## config.mk

```make
export PLATFORM = sky130hd
export DESIGN_NAME = sram_like_arbiter
export DESIGN_NICKNAME = d
export VERILOG_FILES = /design/src/rtl/sram_like_arbiter.sv
export SDC_FILE = /design/constraint.sdc
export NUM_CORES = 1
export LEC_CHECK = 0
export ABC_AREA = 1
export BUFFER_PORTS_ARGS = -buffer_cell sky130_fd_sc_hd__buf_2
export CAP_MARGIN = 30
export CORE_AREA = 2 2 113 115
export CTS_CLUSTER_DIAMETER = 120
export CTS_CLUSTER_SIZE = 8
export DETAILED_ROUTE_END_ITERATION = 6
export DIE_AREA = 0 0 115 117
export PLACE_DENSITY = 0.46
export SKIP_LAST_GASP = 1
export SLEW_MARGIN = 20
export SYNTH_ARGS = -nofsm -noshare
export SYNTH_HDL_FRONTEND = slang
export SYNTH_SLANG_ARGS = --single-unit
```

## constraint.sdc

```tcl
create_clock -name clk -period 2.2 [get_ports clk]
set_input_delay 0.22 -clock clk [delete_from_list [all_inputs] [get_ports clk]]
set_output_delay 0.22 -clock clk [all_outputs]
set_load 0.01 [all_outputs]
```

## src/rtl/sram_like_arbiter.sv

```systemverilog
// N-channel arbiter merging sram-like master ports onto one sram-like slave port.
// The request path is combinational. An id FIFO records which channel issued each
// accepted request, so every in-order slave response is steered back to its issuer.
module sram_like_arbiter #(
    parameter int NCH         = 2,
    parameter int AW          = 32,
    parameter int DW          = 32,
    parameter int OUTSTANDING = 4,
    parameter int MODE        = 0
) (
    input  logic                  clk,
    input  logic                  rst,
    input  logic [NCH-1:0]        m_req,
    input  logic [NCH-1:0]        m_wr,
    input  logic [2*NCH-1:0]      m_size,
    input  logic [DW/8*NCH-1:0]   m_wstrb,
    input  logic [AW*NCH-1:0]     m_addr,
    input  logic [DW*NCH-1:0]     m_wdata,
    output logic [NCH-1:0]        m_addr_ok,
    output logic [NCH-1:0]        m_data_ok,
    output logic [DW-1:0]         m_rdata,
    output logic                  s_req,
    output logic                  s_wr,
    output logic [1:0]            s_size,
    output logic [DW/8-1:0]       s_wstrb,
    output logic [AW-1:0]         s_addr,
    output logic [DW-1:0]         s_wdata,
    input  logic                  s_addr_ok,
    input  logic                  s_data_ok,
    input  logic [DW-1:0]         s_rdata,
    output logic                  err
);

    localparam int SW  = DW / 8;
    localparam int IDW = $clog2(NCH);
    localparam int PW  = (OUTSTANDING > 1) ? $clog2(OUTSTANDING) : 1;
    localparam int CW  = $clog2(OUTSTANDING + 1);
    localparam logic [PW-1:0] PTR_LAST  = PW'(OUTSTANDING - 1);
    localparam logic [CW-1:0] COUNT_MAX = CW'(OUTSTANDING);

    logic [IDW-1:0] id_fifo [OUTSTANDING];
    logic [PW-1:0]  rd_ptr;
    logic [PW-1:0]  wr_ptr;
    logic [CW-1:0]  count;
    logic [IDW-1:0] rr_ptr;
    logic           lock_valid;
    logic [IDW-1:0] lock_id;
    logic [IDW-1:0] arb_id;
    logic [IDW-1:0] cand;
    logic [IDW-1:0] grant;
    logic           full;
    logic           push;
    logic           pop;

    // Pick a requester: lowest index (fixed priority) or first at/after rr_ptr (round-robin).
    // NOTE: every always_comb output gets a default first so no path can infer a latch.
    always_comb begin
        arb_id = '0;
        cand   = '0;
        for (int k = NCH - 1; k >= 0; k--) begin
            if (MODE == 0) begin
                cand = IDW'(k);
            end else begin
                cand = IDW'((int'(rr_ptr) + k) % NCH);
            end
            if (m_req[cand]) begin
                arb_id = cand;
            end
        end
    end

    // A stalled request keeps its registered grant until the slave accepts it.
    assign grant = lock_valid ? lock_id : arb_id;

    assign full      = (count == COUNT_MAX);
    assign s_req     = (|m_req) & ~full & ~rst;
    assign push      = s_req & s_addr_ok;
    assign pop       = s_data_ok & (count != '0) & ~rst;
    assign m_addr_ok = push ? (NCH'(1) << grant) : '0;
    assign m_data_ok = pop ? (NCH'(1) << id_fifo[rd_ptr]) : '0;
    assign m_rdata   = rst ? '0 : s_rdata;

    // Steer the granted channel's command fields onto the slave port.
    always_comb begin
        s_wr    = 1'b0;
        s_size  = '0;
        s_wstrb = '0;
        s_addr  = '0;
        s_wdata = '0;
        if (!rst) begin
            for (int i = 0; i < NCH; i++) begin
                if (grant == IDW'(i)) begin
                    s_wr    = m_wr[i];
                    s_size  = m_size[2*i +: 2];
                    s_wstrb = m_wstrb[SW*i +: SW];
                    s_addr  = m_addr[AW*i +: AW];
                    s_wdata = m_wdata[DW*i +: DW];
                end
            end
        end
    end

    // Track FIFO pointers and occupancy, the grant lock, round-robin pointer and sticky error.
    // NOTE: sequential state uses non-blocking assignments so all registers update together.
    always_ff @(posedge clk) begin
        if (rst) begin
            rd_ptr     <= '0;
            wr_ptr     <= '0;
            count      <= '0;
            rr_ptr     <= '0;
            lock_valid <= 1'b0;
            lock_id    <= '0;
            err        <= 1'b0;
        end else begin
            if (push) begin
                wr_ptr     <= (wr_ptr == PTR_LAST) ? '0 : wr_ptr + PW'(1);
                lock_valid <= 1'b0;
                if (MODE != 0) begin
                    rr_ptr <= IDW'((int'(grant) + 1) % NCH);
                end
            end else if (s_req) begin
                lock_valid <= 1'b1;
                lock_id    <= grant;
            end
            if (pop) begin
                rd_ptr <= (rd_ptr == PTR_LAST) ? '0 : rd_ptr + PW'(1);
            end
            if (push && !pop) begin
                count <= count + CW'(1);
            end else if (pop && !push) begin
                count <= count - CW'(1);
            end
            if (s_data_ok && (count == '0)) begin
                err <= 1'b1;
            end
        end
    end

    // Record the issuing channel of each accepted request.
    // NOTE: the id storage has no reset; entries are only read once the pointers mark them valid.
    always_ff @(posedge clk) begin
        if (push) begin
            id_fifo[wr_ptr] <= grant;
        end
    end

endmodule

```

* Word level (Yosys, flattened, before mapping)
Memory sizes are Yosys's and may differ from the RTL's. A register that Yosys moved wholly into a read port is not among the register bits.
Cells that the tools add are included.
** Storage, ports and cells
- Output and inout port bits :: 109
- Logic and storage cells :: 59
- Memory bits (writable) :: 4
- Register bits after elaboration :: 10
- Memories kept :: 1
- Input bits :: 180
** Operators by class
- Multiplexer cells :: 24
- Shift operators :: 2
- $add $sub $neg :: 4
- Reduce and logical (&&, ||, !) cells :: 11
- Equality and inequality tests :: 3
- Bitwise operators :: 8
** Memories
- id_fifo :: depth 4, width 1, read ports 1, clocked after memory_dff 1, write ports 1, line 41 : logic [IDW-1:0] id_fifo [OUTSTANDING];
** Operators by type and width (count)
- $mux W32 :: 5
- $mux W2 :: 8
- $mux W4 :: 2
- $mux W1 :: 7
- $mux W3 :: 2
- $and A1 B1 Y1 :: 5
- $add A2 B1 Y2 const B :: 2
- $eq A2 B2 Y1 const B :: 2
- $reduce_or A2 Y1 :: 2
- $shl A1 B1 Y2 const A :: 2
- $add A3 B1 Y3 const B :: 1
- $eq A3 B3 Y1 const B :: 1
- $logic_and A1 B1 Y1 :: 3
- $logic_not A3 Y1 :: 1
- $not A1 Y1 :: 3
- $reduce_bool A3 Y1 :: 1
- $sub A3 B1 Y3 const B :: 1
- $logic_not A1 Y1 :: 2
- $reduce_and A2 Y1 :: 1
- $reduce_bool A2 Y1 :: 1

* Depth between registers and ports, before layout
Gate-level depths: netlist (run 1).
- Depth in word-level cells :: 9
- Depth in mapped cells :: 14
- Gate-level depth less buffers :: 14

* Least setup slack after synthesis (run 1)
OpenSTA, ideal clock, no wires.
- Path type :: in2reg
- From :: input rst
- To :: register count[2]
- Required time :: 2087 ps
- Path slack :: 369 ps
- Buffers on the path :: 2
- Library setup time :: 113 ps
- Arrival :: 1718 ps
- Cell stages on the path :: 14
- Cell sequence :: buf_2 -> nor2_1 -> nand3_2 -> buf_6 -> inv_1 -> ha_1 -> inv_1 -> fa_1 -> inv_1 -> nand2_1 -> nand3_1 -> nand2_1 -> nand2_1 -> nor2_1
** On the way
- Cells in the longest elaborated chain, start to end :: 6
- Elaborated cells on any way between the ends :: 10
- Those cells by class :: mux (1); bitwise (4); reduce/logical (5)
** RTL lines
- start, declared :: line 12 : input logic rst,
- $not A1 Y1 * :: line 76 : assign s_req = (|m_req) & ~full & ~rst;
- $and A1 B1 Y1 * :: line 76
- $and A1 B1 Y1 * :: line 77 : assign push = s_req & s_addr_ok;
- net push :: line 52 : logic push;
- $logic_not A1 Y1 :: line 130 : end else if (pop && !push) begin
- $logic_and A1 B1 Y1 :: line 130
- $reduce_bool A2 Y1 (no source line)
- end signal, assigned :: line 129 : count <= count + CW'(1);
- end signal, assigned :: line 131 : count <= count - CW'(1);
- end, declared :: line 44 : logic [CW-1:0] count;
The timed path passes the listed nets; every way through them passes the cells marked *.
A chain may end at the register's enable or synchronous reset.

* Final worst setup path (run 1)
- From :: register lock_id
- To :: output s_wstrb[2]
** On the way
- Cells in the longest elaborated chain, start to end :: 3
** RTL lines
- start, declared :: line 47 : logic [IDW-1:0] lock_id;
- start signal, assigned :: line 123 : lock_id <= grant;
- $mux W1 :: line 73 : assign grant = lock_valid ? lock_id : arb_id;
- $mux W4 :: line 92 : if (grant == IDW'(i)) begin
- $mux W4 :: line 90 : if (!rst) begin
- end, declared :: line 25 : output logic [DW/8-1:0] s_wstrb,
Every way passes these cells.

==> results by group, run 1 <==
Status
  • Status: complete, no violations

Worst setup path
  • Crit path top cell by count: nor2_1
  • R2r setup slk: about 0.27 ns
  • Largest delay contributor family on the critical path: buffers and inverters
  • CP peak stage delay: 0.31 ns
  • Buffer and inverter count on the worst path: 4
  • Reg2reg path depth: 14
  • Slowest library cell on the worst path: inv_2
  • Crit-path max FO: 27
  • Critical R2R Launch: count[0]$_SDFFE_PP0P_
  • Critical Path, Cell by Cell: inv_1 -> nand2_1 -> nand2_4 -> inv_2 -> buf_4 -> nor2_1 -> nor2_1 -> buf_2
  • Crit Path Class: register to primary output
  • Worst r2r dst: count[2]$_SDFFE_PP0P_
  • WP data arrival: 1.80 ns
  • Critical path required time: 1.98 ns
  • CP endpoint kind: primary output
  • Critical path depth: 8
  • Startpoint Class: register

Clock tree
  • Clock transition at path regs: approximately 0.05 ns
  • Setup Buffers After CTS: 0
  • Clk_lat worst skew: approximately 0.24 ns
  • Root Buffer Master: clkbuf_16
  • CTS H-Tree Depth: 1
  • Longest Clk Path Bufs: 2
  • TritonCTS clock tree: done
  • TritonCTS Sinks: 16
  • TritonCTS Buffers: 3

Timing
  • Fin crit period: between 2 and 2.5 ns
  • RSZ-0062 raised after global routing: false
  • Slew headroom: 79.0%
  • Max-slew violation count: 0
  • Setup TNS: 0 ns
  • Worst slew pin tran: approximately 0.31 ns
  • Skew final: 0.00360 ns
  • Setup-failing EPs final: 0
  • Fin crit share: 91.9%
  • Hold Vio Cnt, Final: 0
  • Fmax: 495 MHz

Power and ir drop
  • Clock network fraction of total power: 21.5%
  • Maximum VDD drop: around 0.00034 V
  • Pwr per Cell Area: 435 nW/um2
  • Leak Pwr: 2.35 nW
  • Net Sw Frac: about 40%
  • Internal: 0.971 mW
  • Combinational power share: roughly 56%
  • Sw power: 0.667 mW
  • Flop pwr share: 22.0%

Worst hold path
  • Hold depth: 2
  • Hold path startpoint: rst
  • Hold crit path type: primary input to register
  • Hold endpoint: err$_SDFFE_PP0P_

Place
  • GPL Wtd Cong: 0.893
  • Placed cell count: 836
  • DP Wirelength: ~8300 um
  • IO Port Bufs: 288

Floorplanning
  • # rows: a little over 40
  • Area of the core: approximately 12000 um2
  • Full die area: 13500 um2
  • IO Pins: 289
  • Starting Density: between 15 and 20%
  • Die Span Y: 117 um
  • Die extent in x: 115 um

Global routing
  • Vias in the first global route: 3031
  • Global-route wire length before repair: between 10000 and 15000 um
  • Initial antenna violation count: 0
  • Largest net degree at the start of global routing: 41
  • Overall routing resource usage: between 10% and 20%
  • GRT overflow: 0

Synthesis
  • Library cells used by synthesis: 20
  • Synth Instances: between 400 and 500
  • Synth Register Bits: 16
  • Post-synth top area cell: nor2_1
  • Synth area leaders: nor2_1, o21ai_0, dfxtp_1
  • Synthesized cell area: 2120 um2
  • Ys Warns: 0
  • Seq/Total Area, Yosys: 17.0%
  • Synth top area share: 34.9%
  • Mapped Nets: 600
  • Mean cell area of the mapped netlist: a little over 5 um2

Layout
  • ANT cells: 0
  • Nets: ~880
  • Commonest cells after routing, fill and taps aside: buf_2, nor2_1, o21ai_0
  • Commonest non-fill, non-tap cell in the layout: buf_2
  • Layout area overhead: 77.7%
  • Layout cell share with drive strength beyond 1: a little under half
  • Final non-filler cell total: 840

Detailed routing
  • DR vias/cell: approximately 4
  • Number of detailed-route iterations in the first pass: 4
  • Vias: 3401
  • Post-route ant nets: 0
  • Routed len/inst: 11.7 um
  • WL final: 9850 um
  • Starting DRT DRC Count: 128
  • DRC: 0

Job
  • Max-cap violation count: 0
-- routing by layer --
metal | routed length [um] | part of all wire [%] | global-route usage (%) | vias up
met2 | 5070 | 51 | 23.3 | 138
li1 | - | - | - | 1806
met1 | 3990 | 40 | 16.1 | 1439
met5 | 0 | 0 | 0 | -
met4 | 225 | 2.3 | 3.45 | 0
met3 | 565 | 5.7 | 2.63 | 18
-- per-stage QoR --
step | util [%] | total power [mW] | instance area [um2] | hold WS (ns) | worst slack (ns)
after CTS | 30.5 | 1.65 | 3760 | 0.213 | 0.147
final | 30.6 | 1.64 | 3760 | 0.220 | 0.179
after global placement | 29.9 | 1.29 | 3680 | 0.442 | 0.293
after floorplan | - | 0.893 | 2120 | 0.380 | 0.369
after detailed placement | 29.9 | 1.30 | 3680 | 0.449 | 0.259
after global routing | 30.6 | 1.79 | 3760 | 0.240 | 0.0181
-- synth_stat cells --
| master | number |
|---|---|
| a21oi_1 | 5 |
| buf_1 | 1 |
| buf_2 | 10 |
| buf_6 | 8 |
| clkbuf_1 | 8 |
| clkbuf_2 | 1 |
| dfxtp_1 | 12 |
| edfxtp_1 | 4 |
| fa_1 | 1 |
| ha_1 | 6 |
| inv_1 | 52 |
| inv_2 | 2 |
| nand2_1 | 23 |
| nand2_2 | 1 |
| nand2_4 | 1 |
| nand3_1 | 5 |
| nand3_2 | 1 |
| nor2_1 | 197 |
| o211ai_1 | 1 |
| o21ai_0 | 74 |
-- power groups by stage --
| stage | sequential [mW] | clock (mW) | combinational, mW |
|---|---|---|---|
| floorplan | 0.364 | 0 | 0.530 |
| global placement | 0.365 | 0 | 0.928 |
| detailed placement | 0.367 | 0 | 0.928 |
| CTS | 0.361 | 0.360 | 0.934 |
| global route | 0.365 | 0.374 | 1.05 |
| finish | 0.360 | 0.353 | 0.925 |
-- repair_timing --
action,CTS,global route
hold buffers,0,0
resized for setup,0,2
setup endpoints to repair,0,3
-- kinds of logic after synthesis --
kind of cell,synth area share (%)
AO/OA/AOI/OAI,19.0
buffers and inverters,18.0
AND/OR/NAND/NOR,41.5
adder cells (fa/ha/maj),4.49
flip-flops,17.0
-- worst max path at each step --
stage / startpoint / to / slack, ns
floorplan: rst / count[2]$_SDFFE_PP0P_ / 0.37
global placement: count[0]$_SDFFE_PP0P_ / count[2]$_SDFFE_PP0P_ / 0.29
detailed placement: count[0]$_SDFFE_PP0P_ / count[2]$_SDFFE_PP0P_ / 0.26
CTS: lock_id$_SDFFE_PP0P_ / s_wstrb[2] / 0.15
global route: lock_id$_SDFFE_PP0P_ / s_wdata[28] / 0.02
finish: lock_id$_SDFFE_PP0P_ / s_wstrb[2] / 0.18
-- area by class of cell --
cell class                 count  area (um2)
fill                        1439        8550
timing repair buffer         301        1560
sequential                    16         360
multi-input combinational    315        1380
clock inverter                 1        3.75
tap                          150         188
inverter                      54         203
clock buffer                   3        75.1
Power figures use the tool's default switching activity.
==> run 2, diff against run 1 <==
--- a/config.mk
+++ b/config.mk
@@ -8,14 +8,17 @@
 export ABC_AREA = 1
 export BUFFER_PORTS_ARGS = -buffer_cell sky130_fd_sc_hd__buf_2
 export CAP_MARGIN = 30
-export CORE_AREA = 2 2 113 115
+export CELL_PAD_IN_SITES_DETAIL_PLACEMENT = 2
+export CELL_PAD_IN_SITES_GLOBAL_PLACEMENT = 2
+export CORE_MARGIN = 2
+export CORE_UTILIZATION = 12
 export CTS_CLUSTER_DIAMETER = 120
 export CTS_CLUSTER_SIZE = 8
 export DETAILED_ROUTE_END_ITERATION = 6
-export DIE_AREA = 0 0 115 117
-export PLACE_DENSITY = 0.46
+export PLACE_DENSITY = 0.79
 export SKIP_LAST_GASP = 1
 export SLEW_MARGIN = 20
 export SYNTH_ARGS = -nofsm -noshare
 export SYNTH_HDL_FRONTEND = slang
 export SYNTH_SLANG_ARGS = --single-unit
+export TNS_END_PERCENT = 100
==> run 2 against run 1 <==
Compared with the run above:
- clock skew decreased by 0.0015 ns
- sequential share of layout area decreased by 0.21 points
- global-route usage decreased by 1.2 points
- first-iteration DRC count decreased by 63%
- die area increased by 39%
- design area increased by 2.2%
- flip-flop and latch count unchanged
- power increased by 1.9%
- count of clock-buffer cells in the layout unchanged
- utilization decreased by 8.3 points
- register-to-register slack got worse by 0.04 ns
- combinational power increased by 2.9%
- critical endpoint is now count[2]$_SDFFE_PP0P_
==> results by group, run 2 (same netlist as run 1, synthesis figures left out) <==
Status
  • Status: complete, no violations

Detailed routing
  • Vias: 3667 (+7.8%)
  • Starting DRT DRC Count: 47 (-63%)
  • Number of detailed-route iterations in the first pass: 3 (-1)
  • DRC: 0 (unchanged)
  • DR vias/cell: 4.02 (-0.69%)
  • WL final: 12100 um (+23%)
  • Routed len/inst: 13.3 um (+14%)
  • Post-route ant nets: 0 (unchanged)

Layout
  • ANT cells: 0 (unchanged)
  • Fillers: 2237 (+55%)
  • Layout area overhead: 81.6%
  • Fin area: 3850 um2 (+2.2%)
  • Layout cell share with drive strength beyond 1: 45.0% (-0.094 points)
  • Multi-input gate area: 1380 um2 (+0.18%)
  • Fin util: 22.2% (-8.3 points)
  • Commonest cells after routing, fill and taps aside: buf_2, nor2_1, o21ai_0
  • Commonest non-fill, non-tap cell in the layout: buf_2
  • FF/Latch Area: 360 um2 (unchanged)
  • Nets: 875 (-0.34%)

Global routing
  • GRT overflow: 0 (unchanged)
  • Vias in the first global route: 3690 (+22%)
  • Overall routing resource usage: 11.9% (-1.2 points)
  • Global-route wire length before repair: 18000 um (+26%)
  • Initial antenna violation count: 0 (unchanged)
  • Largest net degree at the start of global routing: 73 (+78%)

Floorplanning
  • # rows: 48 (+17%)
  • Die extent in x: 137 um (+19%)
  • Area of the core: 17300 um2 (+40%)
  • IO Pins: 289 (unchanged)
  • Full die area: 18700 um2 (+39%)
  • Die Span Y: 137 um (+17%)
  • Starting Density: 12.2% (-5.0 points)

Clock tree
  • TritonCTS Buffers: 3 (unchanged)
  • Clock transition at path regs: 0.05 ns (about the same)
  • Hold_buf cts: 0 (unchanged)
  • Longest Clk Path Bufs: 2 (unchanged)
  • TritonCTS Sinks: 16 (unchanged)
  • TritonCTS clock tree: done
  • CTS H-Tree Depth: 1 (unchanged)
  • Root Buffer Master: clkbuf_16
  • Clk_lat worst skew: 0.24 ns (about the same)

Timing
  • Slew headroom: 75.1% (-3.9 points)
  • Fin crit period: 1.97 ns (-0.0527 ns)
  • Max-slew violation count: 0 (unchanged)
  • Worst hold slack: 0.273 ns (+0.0523 ns)
  • Fin crit share: 89.5% (-2.4 points)
  • Skew final: 0.00209 ns (-0.00150 ns)
  • Hold Vio Cnt, Final: 0 (unchanged)
  • Setup-failing EPs final: 0 (unchanged)
  • Fmax: 508 MHz (+2.7%)
  • Worst slew pin tran: 0.374 ns (+0.0593 ns)

Worst setup path
  • Slowest library cell on the worst path: fa_1
  • CP endpoint kind: register
  • Crit Path Class: register to register
  • Startpoint Class: register
  • CP peak stage delay: 0.38 ns (+0.07 ns)
  • Crit path top cell by count: nand2_1
  • Critical path required time: 2.34 ns (+0.36 ns)
  • Critical Path, Cell by Cell: nor2_2 -> nand2_1 -> nand2_2 -> nor2_1 -> inv_1 -> ha_1 -> inv_1 -> fa_1 -> inv_1 -> nand2_1 -> nand3_1 -> nand2_1 -> nand2_1 -> nor2_1
  • Crit-path max FO: 3 (-89%)
  • WP data arrival: 2.11 ns (+0.31 ns)
  • Reg2reg path depth: 14 (unchanged)

Power and ir drop
  • Leak Pwr: 2.34 nW (-0.49%)
  • Pwr per Cell Area: 434 nW/um2 (-0.33%)
  • Maximum VDD drop: 0.000209 V (-39%)

Worst hold path
  • Hold crit path type: primary input to register
  • Hold depth: 3 (+1)

Place
  • IO Port Bufs: 288 (unchanged)
  • GPL Wtd Cong: 0.717 (-20%)
  • Post-Place Cell Area: 3750 um2 (+2.1%)
  • DP Wirelength: 10100 um (+21%)

Job
  • Max-cap violation count: 0 (unchanged)
[run 2: timing repair]
action,in CTS,in global routing
gates resized for setup,0,2
buffers inserted,0,1
hold endpoints to repair,0,0
setup endpoints to repair,0,1
[run 2: worst paths after layout]
kind,to,slack [ns],startpoint
worst max-delay path,count[2]$_SDFFE_PP0P_,0.23,count[1]$_SDFFE_PP0P_
worst min-delay path,err$_SDFFE_PP0P_,0.27,s_data_ok
worst max register to register,count[2]$_SDFFE_PP0P_,0.23,count[1]$_SDFFE_PP0P_
worst min register to register,err$_SDFFE_PP0P_,0.47,err$_SDFFE_PP0P_
[run 2: worst max-delay path, delay by kind of cell (launching register included)]
kind	cells	cell delay [ns]
AND/OR/NAND/NOR	9	0.75
flip-flops	1	0.34
adder cells (fa/ha/maj)	2	0.55
buffers and inverters	3	0.22
[run 2: layer usage]
metal	vias up	global-route usage, %	part of all wire, %	routed length, um
met4	0	1.26	0.44	54
li1	1802	-	-	-
met3	4	3.85	12	1490
met2	198	23.2	51	6150
met1	1663	12.8	37	4450
met5	-	0	0	0
[run 2: layout make-up]
cell class / count / share of cell area [%]
Clock buffer: 3 / 1.95
Tap cell: 225 / 7.32
Multi-Input combinational cell: 315 / 35.9
Sequential cell: 16 / 9.37
Clock inverter: 1 / 0.0976
Inverter: 54 / 5.27
Timing Repair Buffer: 298 / 40.1
[run 2: through the flow]
| step | setup TNS [ns] | power [mW] | instances | setup WS (ns) |
|---|---|---|---|---|
| final | 0 | 1.67 | 912 | 0.232 |
| after global routing | -0.00541 | 1.85 | 912 | -0.00541 |
| after CTS | 0 | 1.70 | 911 | 0.141 |
| after detailed placement | 0 | 1.33 | 907 | 0.160 |
| after global placement | 0 | 1.31 | 907 | 0.249 |
| after floorplan | 0 | 0.893 | 413 | 0.369 |
[run 2: power breakdown]
part	switching (mW)	internal, mW
clock	0.112	0.241
combinational	0.558	0.394
sequential	0.0263	0.337
total	0.697	0.972
